[config.mk]
export PLATFORM = sky130hd
export DESIGN_NAME = bcd_multi_alarm_clock
export DESIGN_NICKNAME = d
export VERILOG_FILES = /design/src/rtl/clock_pkg.sv /design/src/rtl/bcd_alarm_channel.sv /design/src/rtl/bcd_multi_alarm_clock.sv
export SDC_FILE = /design/constraint.sdc
export NUM_CORES = 1
export LEC_CHECK = 0
export ABC_AREA = 1
export CAP_MARGIN = 0
export CORE_MARGIN = 5
export CORE_UTILIZATION = 59
export DETAILED_ROUTE_END_ITERATION = 10
export GPL_TIMING_DRIVEN = 0
export PLACE_DENSITY = 0.81
export REMOVE_ABC_BUFFERS = 1
export SYNTH_ARGS = -nofsm -noshare
export SYNTH_HDL_FRONTEND = slang
export SYNTH_SLANG_ARGS = --single-unit
[constraint.sdc]
create_clock -name clk -period 5.1 [get_ports clk]
set_input_delay 0.765 -clock clk [delete_from_list [all_inputs] [get_ports clk]]
set_output_delay 0.765 -clock clk [all_outputs]
set_load 0.05 [all_outputs]
[src/rtl/clock_pkg.sv]
// Shared types, BCD limits and helpers for the multi-alarm clock core.
package clock_pkg;

    typedef enum logic [1:0] {
        CH_IDLE    = 2'd0,
        CH_RINGING = 2'd1,
        CH_SNOOZED = 2'd2
    } ch_state_t;

    localparam logic [7:0] BCD_HH_MAX = 8'h23;
    localparam logic [7:0] BCD_MS_MAX = 8'h59;

    // Both nibbles must be decimal digits.
    function automatic logic bcd_valid(input logic [7:0] v);
        return (v[7:4] <= 4'd9) && (v[3:0] <= 4'd9);
    endfunction

    // Two-digit BCD increment with wrap at max; returns {carry, next}.
    function automatic logic [8:0] bcd_inc(input logic [7:0] v, input logic [7:0] max);
        if (v == max)
            return {1'b1, 8'h00};
        else if (v[3:0] == 4'd9)
            return {1'b0, v[7:4] + 4'd1, 4'd0};
        else
            return {1'b0, v[7:4], v[3:0] + 4'd1};
    endfunction

    // Internal 00..23 hour to 12-hour display 01..12 (00 shows as 12).
    function automatic logic [7:0] bcd_to_12h(input logic [7:0] hh);
        logic [4:0] bin;
        logic [4:0] h12;
        bin = 5'(hh[7:4]) * 5'd10 + 5'(hh[3:0]);
        if (bin == 5'd0)
            h12 = 5'd12;
        else if (bin > 5'd12)
            h12 = bin - 5'd12;
        else
            h12 = bin;
        return (h12 >= 5'd10) ? {4'd1, 4'(h12 - 5'd10)} : {4'd0, h12[3:0]};
    endfunction

endpackage

[src/rtl/bcd_alarm_channel.sv]
// One alarm channel: HH:MM register, ring/snooze state machine and its counters.
module bcd_alarm_channel
    import clock_pkg::*;
#(
    parameter int unsigned RING_SECS  = 60,
    parameter int unsigned SNOOZE_MIN = 5
) (
    input  logic       clk,
    input  logic       resetn,
    input  logic       tick,
    input  logic       ld_we,
    input  logic [7:0] ld_hh,
    input  logic [7:0] ld_mm,
    input  logic       en,
    input  logic       ack,
    input  logic       snooze,
    input  logic [7:0] time_hh,
    input  logic [7:0] time_mm,
    input  logic [7:0] time_ss,
    output logic       ring
);

    localparam int unsigned SNOOZE_TICKS = SNOOZE_MIN * 60;
    localparam int unsigned RW = $clog2(RING_SECS + 1);
    localparam int unsigned SW = $clog2(SNOOZE_TICKS + 1);

    ch_state_t     state;
    logic [7:0]    al_hh;
    logic [7:0]    al_mm;
    logic [RW-1:0] ring_cnt;
    logic [SW-1:0] snz_cnt;
    logic          match_c;

    // time_* carries the value the clock is advancing to on this tick
    assign match_c = tick && en && (time_hh == al_hh) && (time_mm == al_mm) && (time_ss == 8'h00);

    // Alarm time register, written only by the load port.
    always_ff @(posedge clk or posedge resetn) begin
        if (resetn) begin
            al_hh <= 8'h00;
            al_mm <= 8'h00;
        end else if (ld_we) begin
            al_hh <= ld_hh;
            al_mm <= ld_mm;
        end
    end

    // Channel state machine; ring is registered alongside the state.
    always_ff @(posedge clk or posedge resetn) begin
        if (resetn) begin
            state    <= CH_IDLE;
            ring     <= 1'b0;
            ring_cnt <= '0;
            snz_cnt  <= '0;
        end else begin
            case (state)
                CH_IDLE: begin
                    if (match_c) begin
                        state    <= CH_RINGING;
                        ring     <= 1'b1;
                        ring_cnt <= '0;
                    end
                end
                CH_RINGING: begin
                    if (ack || !en) begin
                        state <= CH_IDLE;
                        ring  <= 1'b0;
                    end else if (snooze) begin
                        state   <= CH_SNOOZED;
                        ring    <= 1'b0;
                        snz_cnt <= SW'(SNOOZE_TICKS);
                    end else if (tick) begin
                        if (ring_cnt == RW'(RING_SECS - 1)) begin
                            state <= CH_IDLE;
                            ring  <= 1'b0;
                        end else begin
                            ring_cnt <= ring_cnt + 1'b1;
                        end
                    end
                end
                CH_SNOOZED: begin
                    if (ack || !en) begin
                        state <= CH_IDLE;
                    end else if (tick) begin
                        if (snz_cnt == SW'(1)) begin
                            state    <= CH_RINGING;
                            ring     <= 1'b1;
                            ring_cnt <= '0;
                        end else begin
                            snz_cnt <= snz_cnt - 1'b1;
                        end
                    end
                end
                default: begin
                    state <= CH_IDLE;
                    ring  <= 1'b0;
                end
            endcase
        end
    end

endmodule

[src/rtl/bcd_multi_alarm_clock.sv]
// BCD time-of-day clock with tick divider, load port and NUM_ALARMS alarm channels.
module bcd_multi_alarm_clock
    import clock_pkg::*;
#(
    parameter int unsigned TICK_DIV   = 50000000,
    parameter int unsigned NUM_ALARMS = 2,
    parameter int unsigned RING_SECS  = 60,
    parameter int unsigned SNOOZE_MIN = 5
) (
    input  logic                              clk,
    input  logic                              resetn,
    input  logic                              ld_valid,
    input  logic [$clog2(NUM_ALARMS+1)-1:0]   ld_target,
    input  logic [7:0]                        ld_hh,
    input  logic [7:0]                        ld_mm,
    input  logic [7:0]                        ld_ss,
    input  logic                              mode_12h,
    input  logic [NUM_ALARMS-1:0]             alarm_en,
    input  logic [NUM_ALARMS-1:0]             ack,
    input  logic [NUM_ALARMS-1:0]             snooze,
    output logic [7:0]                        hh_disp,
    output logic [7:0]                        mm,
    output logic [7:0]                        ss,
    output logic                              pm,
    output logic                              tick,
    output logic [NUM_ALARMS-1:0]             ring,
    output logic                              ld_err
);

    localparam int unsigned DW = $clog2(TICK_DIV);
    localparam int unsigned TW = $clog2(NUM_ALARMS + 1);

    logic [DW-1:0] div_q;
    logic [DW-1:0] div_next_c;
    logic [7:0]    hh_q;
    logic          tick_now_c;
    logic          fields_ok_c;
    logic          ld_ok_c;
    logic          time_ld_c;
    logic          adv_c;
    logic [8:0]    ss_inc_c;
    logic [8:0]    mm_inc_c;
    logic [8:0]    hh_inc_c;
    logic [7:0]    hh_nx_c;
    logic [7:0]    mm_nx_c;
    logic [7:0]    ss_nx_c;

    assign tick_now_c = (div_q == DW'(TICK_DIV - 1));

    // Load validation, next time value and next divider value.
    always_comb begin
        fields_ok_c = bcd_valid(ld_hh) && bcd_valid(ld_mm) &&
                      (ld_hh <= BCD_HH_MAX) && (ld_mm <= BCD_MS_MAX);
        if (ld_target == '0)
            fields_ok_c = fields_ok_c && bcd_valid(ld_ss) && (ld_ss <= BCD_MS_MAX);
        ld_ok_c   = fields_ok_c && (ld_target <= TW'(NUM_ALARMS));
        time_ld_c = ld_valid && ld_ok_c && (ld_target == '0);
        // a time load on the tick edge swallows that tick
        adv_c     = tick_now_c && !time_ld_c;

        ss_inc_c = bcd_inc(ss, BCD_MS_MAX);
        mm_inc_c = bcd_inc(mm, BCD_MS_MAX);
        hh_inc_c = bcd_inc(hh_q, BCD_HH_MAX);

        hh_nx_c = hh_q;
        mm_nx_c = mm;
        ss_nx_c = ss;
        if (time_ld_c) begin
            hh_nx_c = ld_hh;
            mm_nx_c = ld_mm;
            ss_nx_c = ld_ss;
        end else if (adv_c) begin
            ss_nx_c = ss_inc_c[7:0];
            if (ss_inc_c[8]) begin
                mm_nx_c = mm_inc_c[7:0];
                if (mm_inc_c[8])
                    hh_nx_c = hh_inc_c[7:0];
            end
        end

        if (time_ld_c || tick_now_c)
            div_next_c = '0;
        else
            div_next_c = div_q + 1'b1;
    end

    // Divider, time registers and registered tick / ld_err pulses.
    always_ff @(posedge clk or posedge resetn) begin
        if (resetn) begin
            div_q  <= '0;
            tick   <= 1'b0;
            hh_q   <= 8'h00;
            mm     <= 8'h00;
            ss     <= 8'h00;
            ld_err <= 1'b0;
        end else begin
            div_q  <= div_next_c;
            tick   <= (div_next_c == DW'(TICK_DIV - 1));
            hh_q   <= hh_nx_c;
            mm     <= mm_nx_c;
            ss     <= ss_nx_c;
            ld_err <= ld_valid && !ld_ok_c;
        end
    end

    assign hh_disp = mode_12h ? bcd_to_12h(hh_q) : hh_q;
    assign pm      = (hh_q >= 8'h12);

    // One channel per alarm; channels see the post-tick time for matching.
    for (genvar k = 0; k < NUM_ALARMS; k++) begin : g_ch
        bcd_alarm_channel #(
            .RING_SECS  (RING_SECS),
            .SNOOZE_MIN (SNOOZE_MIN)
        ) u_ch (
            .clk     (clk),
            .resetn  (resetn),
            .tick    (adv_c),
            .ld_we   (ld_valid && ld_ok_c && (ld_target == TW'(k + 1))),
            .ld_hh   (ld_hh),
            .ld_mm   (ld_mm),
            .en      (alarm_en[k]),
            .ack     (ack[k]),
            .snooze  (snooze[k]),
            .time_hh (hh_nx_c),
            .time_mm (mm_nx_c),
            .time_ss (ss_nx_c),
            .ring    (ring[k])
        );
    end

endmodule

==> metrics, run 1 <==
Hold Crit Start=g_ch[0].u_ch.snz_cnt[7]; H-tree depth reported by CTS=4; Initial Util=0.603; status=finished clean; met3 Use GR=0.0559; Logic pwr share=0.268; CTS Root Cell=clkbuf_16; Hold Path End=g_ch[0].u_ch.snz_cnt[7]; post_cts resized=0; Yosys reg bits=120; largest net degree at the start of global routing=93; largest area contributor in the netlist=dfrtp_1; R2R setup slack=1.48 ns; Die W=127 um; Pwr Total=3.30 mW; Distinct cells, synth=44; Avg Cell Area, Syn=7.05 um^2; # DRC=0; Worst Setup End Kind=primary output; busiest grt layer=met2; Mapped Area=8010 um^2; final setup margin=0.304 ns; slowest library cell on the worst path=clkdlybuf4s50_1; post-synth top area share=0.375; Place WS=-0.0827 ns; sequential share of power=0.367; # port buffers=64; startpoint types=flop; Clock Latency Late Sink=0.43 ns; reg2reg end=g_ch[1].u_ch.ring_cnt[0]; Die Ht=127 um; met2 Track Usage GR=0.403; initial antenna violation count=0; share of layout cells above drive strength 1=0.0569; Pleak=4.69 nW; Syn Inst Count=1137; Total Routing Usage GR=0.250; RePlAce Congestion=0.910; CTS Hold Bufs=0; first-pass GRT wire length=32.6 mm; yosys warns=0; Post-synth top flop=dfrtp_1; worst vdd ir=0.300 mV; Post-synth EDFFs=0; CTS Buf Count=17; CTS tree=done; Antenna Violating Nets Remaining=0; clock share of power=0.365; Net Switching=1.12 mW; Final min period=4.80 ns; Syn-to-layout area delta=16.9%; max-cap violation count=0; switch share=0.339; Clock Tree Buf Depth=2; total gr overflow=0; hold depth=1; starting DRC count in detailed routing=630; Slew Limit Headroom=0.264; Power per Cell Area=352 nW/um^2; # nets final=1261; vias per std cell=5.40; final hold vios=0; P_int=2.18 mW; I/O pins=65; core area=13300 um^2; TritonRoute pass-1 iters=5; register area share after synthesis=0.375; Die ar.=16000 um^2; leading cell types in the layout, fill and taps excluded=nand2_1 (275), inv_1 (173), nor2_1 (148), dfrtp_1 (120), nand3_1 (93); Data arrival, critical path=4.03 ns; CP max FO=10; via count=7492; hpwl dp=13.9 mm; Slew @ Worst Pin=1.10 ns; setup repair bufs after CTS=0; Hold/Removal Path Class=flop to flop; Cell Rows=42; period utilization=0.940; clk sinks=120; FMAX=0.209 GHz; commonest non-fill, non-tap cell in the layout=nand2_1; FFs w/ async S/R, synth=1.00; Max stage delay on crit path=0.83 ns; diode count=0; fin. max-slew vios=0; Setup violations, final=0; reg2reg start=ss[1]; critical path data required time=4.34 ns; Worst R2R Path Depth=17; Area contributors post-synth=dfrtp_1 (37%), nand2_1 (13%), inv_1 (8.1%), nor2_1 (6.9%), nand3_1 (5.8%); critical path type=flop to primary output; CP cell instances=ha_1, ha_1, a21oi_1, xnor2_1, inv_1, nor2_1, inv_1, nor2_1, or3_1, inv_1, ha_1, o21ai_0, nand2_1, nand2_1, nand2_1, o21ai_0, clkdlybuf4s50_1; met1 GRT Util=0.327; fin util=0.704; final setup TNS=0 ns; Filler Cells Inserted=1083; Clock transition at path regs=0.05 ns; clock skew=0.0101 ns; RSZ-0062 raised after global routing=false; Routed Wire Length=19.5 mm; DR WL/cell=14.1 um; number of global-route vias before repair=6942
[power by group through the flow]
| stage | registers, mW | clock network [mW] | logic, mW |
|---|---|---|---|
| after floorplan | 1.24 | 0 | 0.619 |
| after detailed placement | 1.22 | 0 | 0.881 |
| after global placement | 1.21 | 0 | 0.851 |
| final | 1.21 | 1.20 | 0.885 |
| after global routing | 1.23 | 1.26 | 1.01 |
| after CTS | 1.21 | 1.22 | 0.888 |
[state kept, by name, summed over array words and instances, names as in the netlist]
name	flops
g_ch.u_ch.snz_cnt	18
g_ch.u_ch.state	4
tick	1
ss	8
g_ch.u_ch.ring	2
g_ch.u_ch.ring_cnt	12
g_ch.u_ch.al_hh	16
mm	8
ld_err	1
g_ch.u_ch.al_mm	16
hh_q	8
div_q	26
[metrics by stage]
step	hold slack [ns]	area, um^2	instances
5_1_grt	0.485	9370	1388
3_3_place_gp	0.450	8730	1355
3_5_place_dp	0.459	8760	1356
6_report	0.460	9370	1388
4_1_cts	0.466	9360	1388
2_1_floorplan	0.436	7870	1115
[area by class of cell]
class | count | area [um^2] | share of cell area
clock buffers | 25 | 505 | 0.0540
clock inverters | 7 | 90.1 | 0.00962
inverters | 178 | 673 | 0.0719
multi-input cells | 817 | 4200 | 0.448
flip-flops and latches | 120 | 3000 | 0.321
well taps | 176 | 220 | 0.0235
repair buffers | 65 | 673 | 0.0719
[worst max-delay path by stage]
stage	depth (start not counted)	end	slack (ns)	startpoint
CTS	17	hh_disp[2]	0.17	hh_q[4]
global placement	2	ss[3]	-0.57	resetn
detailed placement	18	g_ch[1].u_ch.ring_cnt[2]	-0.08	ld_hh[5]
finish	17	hh_disp[4]	0.30	hh_q[4]
global route	18	g_ch[1].u_ch.ring_cnt[0]	0.05	ld_hh[5]
floorplan	16	hh_disp[1]	0.93	hh_q[4]
[per-layer routing]
layer | up-vias | wire, um
met5 | - | 0
met4 | 0 | 610
met3 | 53 | 1210
met2 | 233 | 9130
met1 | 3435 | 8570
li1 | 3771 | -
[critical path, delay by kind of cell, from the launching register on]
kind            cells  cell delay [ns]
flops               1             0.50
xor+xnor            1             0.38
simple gates        6             0.58
compound gates      3             0.26
fa+ha+maj           3             0.84
buf+inv             4             1.05
[cells by family after synthesis]
family / count (synthesis) / synth area share
AOI/OAI and AO/OA: 131 / 0.0929
xor gates and xnor gates: 42 / 0.0459
adders and majority gates: 26 / 0.0415
buffers and inverters: 200 / 0.102
DFF: 120 / 0.375
and+or+nand+nor: 618 / 0.343
[synth_stat cells (2+ instances only)]
| master | instances |
|---|---|
| o2111ai_1 | 2 |
| xnor2_1 | 14 |
| nand2_1 | 275 |
| or2_2 | 5 |
| o31ai_1 | 3 |
| o21ai_2 | 2 |
| ha_1 | 25 |
| o31a_1 | 2 |
| a31oi_1 | 4 |
| nand4_1 | 37 |
| buf_6 | 5 |
| inv_2 | 4 |
| o21ai_0 | 72 |
| o21bai_1 | 2 |
| nand2_2 | 9 |
| nor2_2 | 6 |
| dfrtp_1 | 120 |
| o211ai_1 | 8 |
| xor2_1 | 28 |
| nand3_1 | 93 |
| nand3b_1 | 8 |
| nand2_4 | 2 |
| clkbuf_1 | 9 |
| inv_1 | 174 |
| nor2_4 | 3 |
| nor3_1 | 18 |
| o21ai_1 | 2 |
| a21oi_1 | 26 |
| nor4_1 | 5 |
| nand3_2 | 4 |
| nor3b_1 | 2 |
| nor2_1 | 148 |
| a21boi_0 | 3 |
| buf_4 | 7 |
Power figures use the tool's default switching activity.
==> inputs of run 2 (changes only) <==
- CORE_UTILIZATION: 59 -> 55
- PLACE_DENSITY: 0.81 -> 0.87
==> run 2 against run 1 <==
Sequential share of layout area down 0.33 points. Clock skew up 0.0026 ns. Non-clock buffer count unchanged. Design area up 1.0%. Register-to-register slack worse by 0.05 ns. Clock-buffer cell count down 4. Via count up 5.5%. Largest cell class unchanged.
==> metrics, run 2 (synthesis gave the netlist of run 1 again) <==
final setup margin=0.252 ns (was 0.304 ns); Power per Cell Area=371 nW/um^2 (was 352 nW/um^2); RePlAce Congestion=0.907 (was 0.910); clk sinks=120 (unchanged); final hold vios=0 (unchanged); number of global-route vias before repair=7629 (was 6942); Worst R2R Path Depth=17 (unchanged); CTS Buf Count=17 (unchanged); CTS tree=done (unchanged); RSZ-0062 raised after global routing=false (unchanged); Place WS=0.253 ns (was -0.0827 ns); Filler Cells Inserted=1169 (was 1083); Final min period=4.85 ns (was 4.80 ns); P_int=2.35 mW (was 2.18 mW); Clock Tree Buf Depth=2 (unchanged); R2R setup slack=1.43 ns (was 1.48 ns); share of layout cells above drive strength 1=0.0586 (was 0.0569); max-cap violation count=0 (unchanged); Slew @ Worst Pin=1.10 ns (about the same); reg2reg start=ss[1] (unchanged); H-tree depth reported by CTS=4 (unchanged); Die ar.=17100 um^2 (was 16000 um^2); FMAX=0.206 GHz (was 0.209 GHz); largest reg by FF count=div_q (unchanged); status=finished clean (unchanged); period utilization=0.950 (was 0.940); max FFs per register=26 (unchanged); Logic pwr share=0.257 (was 0.268); DR WL/cell=15.4 um (was 14.1 um); critical path type=flop to primary output (unchanged); leading cell types in the layout, fill and taps excluded=nand2_1 (275), inv_1 (173), nor2_1 (148), dfrtp_1 (120), nand3_1 (93) (unchanged); final setup TNS=0 ns (unchanged); Pleak=4.72 nW (was 4.69 nW); Hold Path End=g_ch[0].u_ch.ring (was g_ch[0].u_ch.snz_cnt[7]); Worst Setup End Kind=primary output (unchanged); Data arrival, critical path=4.08 ns (was 4.03 ns); register area=3000 um^2 (unchanged); via count=7905 (was 7492); hold depth=2 (was 1); total gr overflow=0 (unchanged); Die Ht=131 um (was 127 um); clock share of power=0.398 (was 0.365); Die W=131 um (was 127 um); sequential share of power=0.345 (was 0.367); clock skew=0.0127 ns (was 0.0101 ns); Clock transition at path regs=0.06 ns (was 0.05 ns); # nets final=1261 (unchanged); worst vdd ir=0.275 mV (was 0.300 mV); vias per std cell=5.66 (was 5.40); largest net degree at the start of global routing=79 (was 93); switch share=0.329 (was 0.339); Hold/Removal Path Class=flop to flop (unchanged); commonest non-fill, non-tap cell in the layout=nand2_1 (unchanged); Slew Limit Headroom=0.263 (was 0.264); core area=14400 um^2 (was 13300 um^2); Antenna Violating Nets Remaining=0 (unchanged); first-pass GRT wire length=35.2 mm (was 32.6 mm); Total Routing Usage GR=0.259 (was 0.250); critical path data required time=4.34 ns (about the same); I/O pins=65 (unchanged); # port buffers=64 (unchanged); Cell Rows=44 (was 42); Net Switching=1.16 mW (was 1.12 mW); Regs by FF count=div_q (26), g_ch.u_ch.snz_cnt (18) (unchanged); Hold Crit Start=g_ch[0].u_ch.ring (was g_ch[0].u_ch.snz_cnt[7]); reg2reg end=g_ch[0].u_ch.ring_cnt[0] (was g_ch[1].u_ch.ring_cnt[0]); # DRC=0 (unchanged); Clock Latency Late Sink=0.43 ns (about the same); startpoint types=flop (unchanged); CP max FO=10 (unchanged); Routed Wire Length=21.4 mm (was 19.5 mm); CTS Root Cell=clkbuf_16 (unchanged); Setup violations, final=0 (unchanged); TritonRoute pass-1 iters=6 (was 5); Initial Util=0.556 (was 0.603); fin util=0.656 (was 0.704); fin. max-slew vios=0 (unchanged); Syn-to-layout area delta=18.1% (was 16.9%); initial antenna violation count=1 (was 0); hpwl dp=14.5 mm (was 13.9 mm); starting DRC count in detailed routing=886 (was 630); area occupied by multi-input gates=4200 um^2 (about the same)
[run 2: layout make-up]
| class | count | area share |
|---|---|---|
| diodes | 1 | 0.000264 |
| clock buffers | 21 | 0.0497 |
| clock inverters | 11 | 0.0230 |
| inverters | 178 | 0.0711 |
| multi-input cells | 817 | 0.443 |
| flip-flops and latches | 120 | 0.317 |
| well taps | 184 | 0.0243 |
| repair buffers | 65 | 0.0709 |
[run 2: how the worst max path moves through the flow]
stage / startpoint / to / slack (ns) / cells past startpoint
6_report: hh_q[4] / hh_disp[1] / 0.25 / 17
5_1_grt: hh_q[4] / hh_disp[1] / 0.004 / 17
4_1_cts: hh_q[4] / hh_disp[2] / 0.20 / 17
3_5_place_dp: ld_mm[1] / g_ch[0].u_ch.ring_cnt[2] / 0.25 / 19
3_3_place_gp: resetn / ss[7] / -0.58 / 2
2_1_floorplan: hh_q[4] / hh_disp[1] / 0.93 / 16
[run 2: through the flow]
stage,cells,power [mW],hold WS (ns),area (um^2)
after floorplan,1115,1.86,0.436,7870
after global placement,1363,2.06,0.455,8740
after detailed placement,1364,2.10,0.462,8770
after CTS,1396,3.50,0.476,9460
after global routing,1397,3.69,0.506,9460
final,1397,3.51,0.477,9460
[run 2: power by group through the flow]
| stage | logic (mW) | clock network [mW] | registers [mW] |
|---|---|---|---|
| global placement | 0.845 | 0 | 1.21 |
| finish | 0.900 | 1.40 | 1.21 |
| floorplan | 0.619 | 0 | 1.24 |
| CTS | 0.899 | 1.40 | 1.21 |
| detailed placement | 0.881 | 0 | 1.22 |
| global route | 1.01 | 1.44 | 1.23 |
[run 2: worst max-delay path, cell delays in order (launching register included)]
cell,delay (ns)
dfrtp_1,0.50
ha_1,0.29
fa_1,0.54
inv_1,0.09
nor3_1,0.18
nor2_1,0.07
inv_1,0.10
nor2_1,0.06
or3_1,0.34
inv_1,0.07
ha_1,0.14
o21ai_0,0.08
nand2_1,0.06
nand2_1,0.08
nand2_1,0.10
nand2_1,0.06
o21ai_0,0.08
clkdlybuf4s50_1,0.83
[run 2: routing by layer]
metal | up-vias | share of wire | GRT usage
li1 | 3781 | - | -
met5 | - | 0 | 0
met4 | 0 | 0.047 | 0.143
met2 | 346 | 0.48 | 0.434
met1 | 3697 | 0.40 | 0.312
met3 | 81 | 0.075 | 0.0528
[run 2: what timing repair did]
item / CTS / global route
endpoints found under the setup margin: 0 / 1
hold buffers: 0 / 0
resized for setup: 0 / 1
buffers inserted: 0 / 0
